**src/rtl/bus_arbiter.sv**
```systemverilog
// bus_arbiter: shares one memory bus between the data port (read/write) and
// the instruction-fetch port (read-only). Data has fixed priority over fetch.
// An anti-starvation counter hands the next arbitration to fetch after
// STARVE_LIMIT back-to-back data completions with fetch pending.
// A grant is locked while the slave holds rw_wait, so the slave-side address
// and write data stay stable for the whole transaction.
// Optional statistics counters are built when ARB_STATS_EN is defined.
//
// lock_owner states:
//   state     | meaning
//   OWN_NONE  | no transaction in flight, arbitrate this cycle
//   OWN_DATA  | data transaction waiting on the slave, grant held
//   OWN_FETCH | fetch transaction waiting on the slave, grant held
module bus_arbiter #(
    parameter int unsigned STARVE_LIMIT = 4
) (
    input  logic        clk,
    input  logic        Nrst,
    input  logic [31:0] d_busaddr,
    input  logic        d_rd_req,
    input  logic        d_wr_req,
    input  logic [31:0] d_wr_data,
    output logic        d_rw_wait,
    output logic [31:0] d_rd_data,
    input  logic [31:0] i_busaddr,
    input  logic        i_rd_req,
    output logic        i_rw_wait,
    output logic [31:0] i_rd_data,
    output logic [31:0] busaddr,
    output logic        rd_req,
    output logic        wr_req,
    output logic [31:0] wr_data,
    input  logic        rw_wait,
    input  logic [31:0] rd_data,
`ifdef ARB_STATS_EN
    input  logic        stat_clr,
    output logic [31:0] stat_dgrants,
    output logic [31:0] stat_igrants,
    output logic [31:0] stat_waits,
`endif
    output logic [1:0]  owner
);

    typedef enum logic [1:0] {
        OWN_NONE  = 2'b00,
        OWN_DATA  = 2'b01,
        OWN_FETCH = 2'b10
    } own_t;

    localparam logic [3:0] LIMIT = 4'(STARVE_LIMIT);

    own_t       lock_owner;
    own_t       grant;
    logic [3:0] starve_cnt;

    logic d_req;
    logic i_req;
    logic d_wr_eff;
    logic granted_req;
    logic d_done;
    logic i_done;

    // A simultaneous read and write on the data port is treated as a read.
    assign d_req    = d_rd_req | d_wr_req;
    assign i_req    = i_rd_req;
    assign d_wr_eff = d_wr_req & ~d_rd_req;

    // Grant: held owner first, otherwise data priority unless fetch is starved.
    always_comb begin
        grant = OWN_NONE;
        if (lock_owner != OWN_NONE) begin
            grant = lock_owner;
        end else if (i_req && (!d_req || starve_cnt == LIMIT)) begin
            grant = OWN_FETCH;
        end else if (d_req) begin
            grant = OWN_DATA;
        end
    end

    // Request of whichever port holds the grant; low on an abandoned lock.
    always_comb begin
        granted_req = 1'b0;
        case (grant)
            OWN_DATA:  granted_req = d_req;
            OWN_FETCH: granted_req = i_req;
            default:   granted_req = 1'b0;
        endcase
    end

    assign d_done = (grant == OWN_DATA)  && d_req && !rw_wait;
    assign i_done = (grant == OWN_FETCH) && i_req && !rw_wait;

    // Forward the granted port to the slave; stall the loser, hold all off in reset.
    always_comb begin
        busaddr   = 'x;
        wr_data   = 'x;
        rd_req    = 1'b0;
        wr_req    = 1'b0;
        d_rw_wait = d_req;
        i_rw_wait = i_req;
        case (grant)
            OWN_DATA: begin
                busaddr   = d_busaddr;
                wr_data   = d_wr_data;
                rd_req    = d_rd_req;
                wr_req    = d_wr_eff;
                d_rw_wait = d_req & rw_wait;
            end
            OWN_FETCH: begin
                busaddr   = i_busaddr;
                rd_req    = i_rd_req;
                i_rw_wait = i_req & rw_wait;
            end
            default: ;
        endcase
        if (!Nrst) begin
            rd_req    = 1'b0;
            wr_req    = 1'b0;
            d_rw_wait = 1'b1;
            i_rw_wait = 1'b1;
        end
    end

    // Read data goes to both ports; only the granted, non-waiting one uses it.
    assign d_rd_data = rd_data;
    assign i_rd_data = rd_data;

    // Lock the grant while the slave waits; release on completion or abandon.
    always_ff @(posedge clk or negedge Nrst) begin
        if (!Nrst) begin
            lock_owner <= OWN_NONE;
        end else if (granted_req && rw_wait) begin
            lock_owner <= grant;
        end else begin
            lock_owner <= OWN_NONE;
        end
    end

    assign owner = lock_owner;

    // Count data completions that bypassed a pending fetch, saturating at the limit.
    always_ff @(posedge clk or negedge Nrst) begin
        if (!Nrst) begin
            starve_cnt <= 4'd0;
        end else if (!i_req || i_done) begin
            starve_cnt <= 4'd0;
        end else if (d_done && starve_cnt != LIMIT) begin
            starve_cnt <= starve_cnt + 4'd1;
        end
    end

`ifdef ARB_STATS_EN
    logic any_wait;

    assign any_wait = (d_req & d_rw_wait) | (i_req & i_rw_wait);

    // Free-running completion and stall counters; a clear beats an increment.
    always_ff @(posedge clk or negedge Nrst) begin
        if (!Nrst) begin
            stat_dgrants <= 32'd0;
            stat_igrants <= 32'd0;
            stat_waits   <= 32'd0;
        end else if (stat_clr) begin
            stat_dgrants <= 32'd0;
            stat_igrants <= 32'd0;
            stat_waits   <= 32'd0;
        end else begin
            if (d_done)   stat_dgrants <= stat_dgrants + 32'd1;
            if (i_done)   stat_igrants <= stat_igrants + 32'd1;
            if (any_wait) stat_waits   <= stat_waits + 32'd1;
        end
    end
`endif

endmodule

```
**config.mk**
```make
export PLATFORM = sky130hd
export DESIGN_NAME = bus_arbiter
export DESIGN_NICKNAME = d
export VERILOG_FILES = /design/src/rtl/bus_arbiter.sv
export SDC_FILE = /design/constraint.sdc
export NUM_CORES = 1
export LEC_CHECK = 0
export CORE_AREA = 4 4 103 105
export CTS_CLUSTER_DIAMETER = 60
export CTS_CLUSTER_SIZE = 16
export DETAILED_ROUTE_END_ITERATION = 10
export DIE_AREA = 0 0 107 109
export SYNTH_ARGS = -nofsm -noshare
export SYNTH_HDL_FRONTEND = slang
export SYNTH_SLANG_ARGS = --single-unit
```
**constraint.sdc**
```tcl
create_clock -name clk -period 3.9 [get_ports clk]
set_input_delay 0.78 -clock clk [delete_from_list [all_inputs] [get_ports clk]]
set_output_delay 0.78 -clock clk [all_outputs]
set_load 0.01 [all_outputs]
```
[Word level (Yosys, flattened, before mapping)]
Cells that the tools add are included.
Storage, ports and cells
  register bits after elaboration: 6
  input port bits: 134
  output and inout bits: 134
Operators by class
  $add $sub $neg: 1
  reduce and logical (&&, ||, !) cells: 14
  equality and inequality tests: 4
  bitwise gates (word level): 5
  mux-type cells: 17
Operators with widths (number)
  32-bit case mux with 2 select lines: 1
  32-bit 2-to-1 mux: 1
  1-bit 2-to-1 mux: 8
  4-bit 2-to-1 mux: 2
  1-bit logical AND: 7
  2-bit 2-to-1 mux: 3
  4-bit by 1-bit adder with 4-bit output, second input constant: 1
  4-bit by 3-bit == test with 1-bit output, second input constant: 1
  4-bit by 3-bit inequality test with 1-bit output, second input constant: 1
  1-bit case mux with 2 select lines: 2
  2-bit nonzero test: 2
  1-bit AND: 3
  1-bit zero test: 3
  2-bit by 1-bit == test with 1-bit output, second input constant: 1
  2-bit == test, second input constant: 1
  1-bit logical OR: 2
  1-bit NOT: 1
  1-bit OR: 1

[Logic depth before layout (Yosys ltp)]
  depth in word-level cells: 12
  depth in mapped cells: 10
  depth with buffers taken out: 9

[Least setup slack after synthesis]
Ideal clock, no wire load.
  path type: input -> output
  start point: in d_wr_req
  end point: out busaddr[26]
  path buffers: 2
  stages: 6
  path slack: 894 ps
  data arrival time: 2226 ps
  data required time: 3120 ps
  cell sequence: or2_1 > a31oi_1 > ha_1 > clkbuf_1 > buf_2 > mux2_1
Between the ends
  word-level cells in the longest chain between the ends: 8
Ends and longest elaborated chain
  start, declared: RTL line 21  | input logic d_wr_req,
  1-bit OR *: RTL line 64  | assign d_req = d_rd_req | d_wr_req;
  1-bit zero test: RTL line 73  | end else if (i_req && (!d_req || starve_cnt == LIMIT)) begin
  1-bit logical OR: RTL line 73
  1-bit logical AND: RTL line 73
  2-bit 2-to-1 mux *: RTL line 73
  2-bit 2-to-1 mux *: RTL line 71  | if (lock_owner != OWN_NONE) begin
  2-bit == test or 2-bit by 1-bit == test with 1-bit output (tied branches): RTL line 101  | case (grant)
  32-bit case mux with 2 select lines *: RTL line 101
  end, declared: RTL line 29  | output logic [31:0] busaddr,
Every way passes the cells marked *; elsewhere a longest branch is shown, timed or not.

[Worst setup path in the final report]
  start point: in d_wr_req
  end point: out busaddr[14]
The elaborated chain is that of the path after synthesis.

==> impl_metrics.tcl <==
set metrics [dict create \
    status "complete, no violations" \
    r2r_start "starve_cnt[0]$_DFFE_PN0P_" \
    crit_arrival_ps 3040 \
    synth_top_area_cell "buf_4" \
    clock_path_buffers 2 \
    finClkSkew_ps 1.45 \
    fp.dieW_um 107 \
    finalInstanceArea_um2 2210 \
    netSwitchingFraction_pct 25.9 \
    cp_slowest_cell "clkdlybuf4s50_1" \
    nets 346 \
    clockRootBuffer "clkbuf_8" \
    dp_cells 334 \
    path_class "in2out" \
    combPwrFrac_pct 55.7 \
    p_per_area_nw_per_um2 164 \
    r2r-end "starve_cnt[3]$_DFFE_PN0P_" \
    worst_slack_ps 75.9 \
    post-dp-hpwl_mm 4.25 \
    hp-class "reg2reg" \
    fin_crit_ps 3820 \
    post_cts_buffers 0 \
    core_area_um2 9640 \
    syn_nets 328 \
    antenna_found_initial 0 \
    top_usage_layer "met2" \
    use_met1_pct 7.07 \
    path_clk_slew_ps 30 \
    worstSetupEndpoint "busaddr[14]" \
    critPathMaxStageDelay_ps 490 \
    vdd_ir_drop_max_mv 0.0648 \
    reg2reg_depth 10 \
    power_frac_clock_pct 25.4 \
    via_count 1229 \
    area_growth_pct 39.0 \
    cts_tree "yes" \
    die-height_um 109 \
    layout-drive-gt1-share_pct 21.0 \
    relSlewSlack_pct 63.0 \
    stdcell_count 338 \
    avgRoutedWirePerCell_um 15.0 \
    globalRoute.totalOverflow 0 \
    diodes 0 \
    placementRows 36 \
    crit_chain "clkdlybuf4s50_1 > or2_1 > a31oi_2 > ha_2 > buf_12 > mux2_2 > clkdlybuf4s50_1" \
    ys_types 32 \
    crit_required_ps 3120 \
    routed_via_density 3.64 \
    synth_area_per_cell_um2 8.40 \
    synth.top_cell.area_share_pct 45.4 \
    p_int_uw 268 \
    leakage_uw 0.000809 \
    sequentialPowerShare_pct 18.8 \
    cts_buffers 3 \
    die_area_um2 11700 \
    critPathBufInv 3 \
    io_buffers 107 \
    grt_max_degree 33 \
    grt_setup_unrepaired "true" \
    drc_errors 0 \
    p_sw_uw 93.7 \
    drv_slew 0 \
    period_share_pct 98.1 \
    end_kind "output port" \
    cpMostUsedCell "clkdlybuf4s50_1" \
    path_max_fanout 16 \
    post-place-ws_ps 53.1 \
    dpl_cell_area_um2 2130 \
    initial_core_util_pct 16.5 \
    antenna_left 0 \
    ios 268 \
    crit_family "buffers and inverters" \
    hold_start "starve_cnt[0]$_DFFE_PN0P_" \
    htree_levels 1 \
    wl_mm 5.06 \
    gr-usage-all-layers_pct 7.36 \
    grt_pass1_vias 1253 \
    maxCapViolCount 0 \
    syn_area_um2 1590 \
    setup_viol 0 \
    finalHoldViolations 0 \
    insertion_delay_ps 220 \
    startpoint "d_wr_req" \
    cp.depth 7 \
    clock-sinks 6 \
    first_pass_iters 4 \
    met3_usage_pct 3.73 \
    ys_warn_count 0 \
    ys_ff_latch 6 \
    fillCellCount 1060 \
    ys_seq_area_share_pct 9.46 \
    synth_cells 189 \
    max_freq_ghz 0.261 \
    gr-usage-met2_pct 12.5 \
    synth_area_leaders "buf_4 (45%), mux2_2 (22%), dfrtp_1 (9.5%)" \
    gp_congestion 0.789 \
    detail_route.iter0.violations 22 \
    worstMarginPinSlew_ps 549 \
    grt_pass1_wl_mm 6.71 \
    regToRegSetupSlack_ps 1400 \
    start_kind "primary input" \
]
==> cell usage after synthesis (all sizes together) <==
| cell | instances |
|---|---|
| or4 | 1 |
| o21a | 1 |
| a31oi | 1 |
| and4b | 1 |
| mux2 | 32 |
| dfrtp | 6 |
| ha | 5 |
| nor2b | 2 |
| buf | 100 |
| clkbuf | 1 |
| o21ai | 3 |
| inv | 5 |
| nand4 | 2 |
| or2 | 1 |
| nor4 | 1 |
| a21oi | 5 |
| mux2i | 1 |
| and2 | 1 |
| nand3 | 2 |
| o31ai | 3 |
| and3b | 1 |
| nand3b | 2 |
| nand4b | 1 |
| nand2b | 2 |
| a211o | 1 |
| nand2 | 5 |
| nor2 | 2 |
| o211ai | 1 |
==> how the worst min path moves through the flow <==
stage	to	slack [ps]	cells after the start
floorplan	owner[0]$_DFF_PN0_	480	0
global placement	starve_cnt[3]$_DFFE_PN0P_	570	2
detailed placement	starve_cnt[0]$_DFFE_PN0P_	580	2
CTS	starve_cnt[3]$_DFFE_PN0P_	590	2
global route	starve_cnt[0]$_DFFE_PN0P_	610	2
finish	starve_cnt[0]$_DFFE_PN0P_	590	2
==> stage by stage <==
stage	hold slack, ps	total power [uW]	util [%]	setup TNS [ps]
after floorplan	484	231	-	0
after global placement	565	269	22.1	0
after detailed placement	576	270	22.1	0
after CTS	593	366	22.5	0
after global routing	609	381	22.9	-166
final	588	362	22.9	0
==> power by group through the flow <==
stage / combinational (uW) / clock [uW] / sequential, uW
6_report: 202 / 92.1 / 68.2
3_3_place_gp: 200 / 0 / 68.9
5_1_grt: 217 / 96.1 / 68.6
4_1_cts: 203 / 94.8 / 68.2
3_5_place_dp: 201 / 0 / 68.8
2_1_floorplan: 163 / 0 / 68.6
==> sequential cells by signal (all words and copies together), names as in the netlist <==
register / cells
owner: 2
starve_cnt: 4
==> worst reg2reg max path: stages, from the launching register on <==
cell,delay (ps)
dfrtp_1,380
inv_1,70
ha_1,220
and3b_1,260
o21ai_1,230
and2_1,160
ha_1,150
buf_4,130
o21ai_0,200
nor4_1,390
mux2i_1,230
==> cells by family (layout without fill, tap and decap cells) <==
group / count (synthesis) / in the layout / share of synthesized area, %
buffers and inverters: 106 / 122 / 48.5
muxes: 33 / 33 / 23.3
and+or+nand+nor: 24 / 24 / 8.98
AOI/OAI and AO/OA: 15 / 15 / 5.83
DFF: 6 / 6 / 9.46
adders and majority gates: 5 / 5 / 3.94
==> cell type report <==
class	count	area (um^2)	area share, %
Timing Repair Buffer	114	1150	52.3
Inverter	5	18.8	0.850
Sequential cell	6	150	6.80
Tap cell	133	166	7.54
Clock buffer	3	41.3	1.87
Multi-Input combinational cell	77	677	30.7
==> layer usage <==
metal  wire length, um  vias up
met5                 0        -
met4               164        0
met3               669       19
met1              1600      559
met2              2620       81
li1                  -      570
==> timing repair <==
item,CTS,global route
hold buffers,0,0
gates resized for setup,0,2
setup endpoints to repair,0,5
==> cell usage in the layout, fill, tap and decap left out, types with 2 or more instances in the layout <==
cell and count:
ha_1 4, clkbuf_8 3, o31ai_1 3, a21oi_1 5
nand4_1 2, mux2_2 31, nand2_1 5, nor2_1 2
clkdlybuf4s50_1 107, dfrtp_1 6, o21ai_0 2, buf_4 5
inv_1 5, nand3b_1 2, nor2b_1 2, nand3_1 2
nand2b_1 2
(Power assumes the default switching activity.)
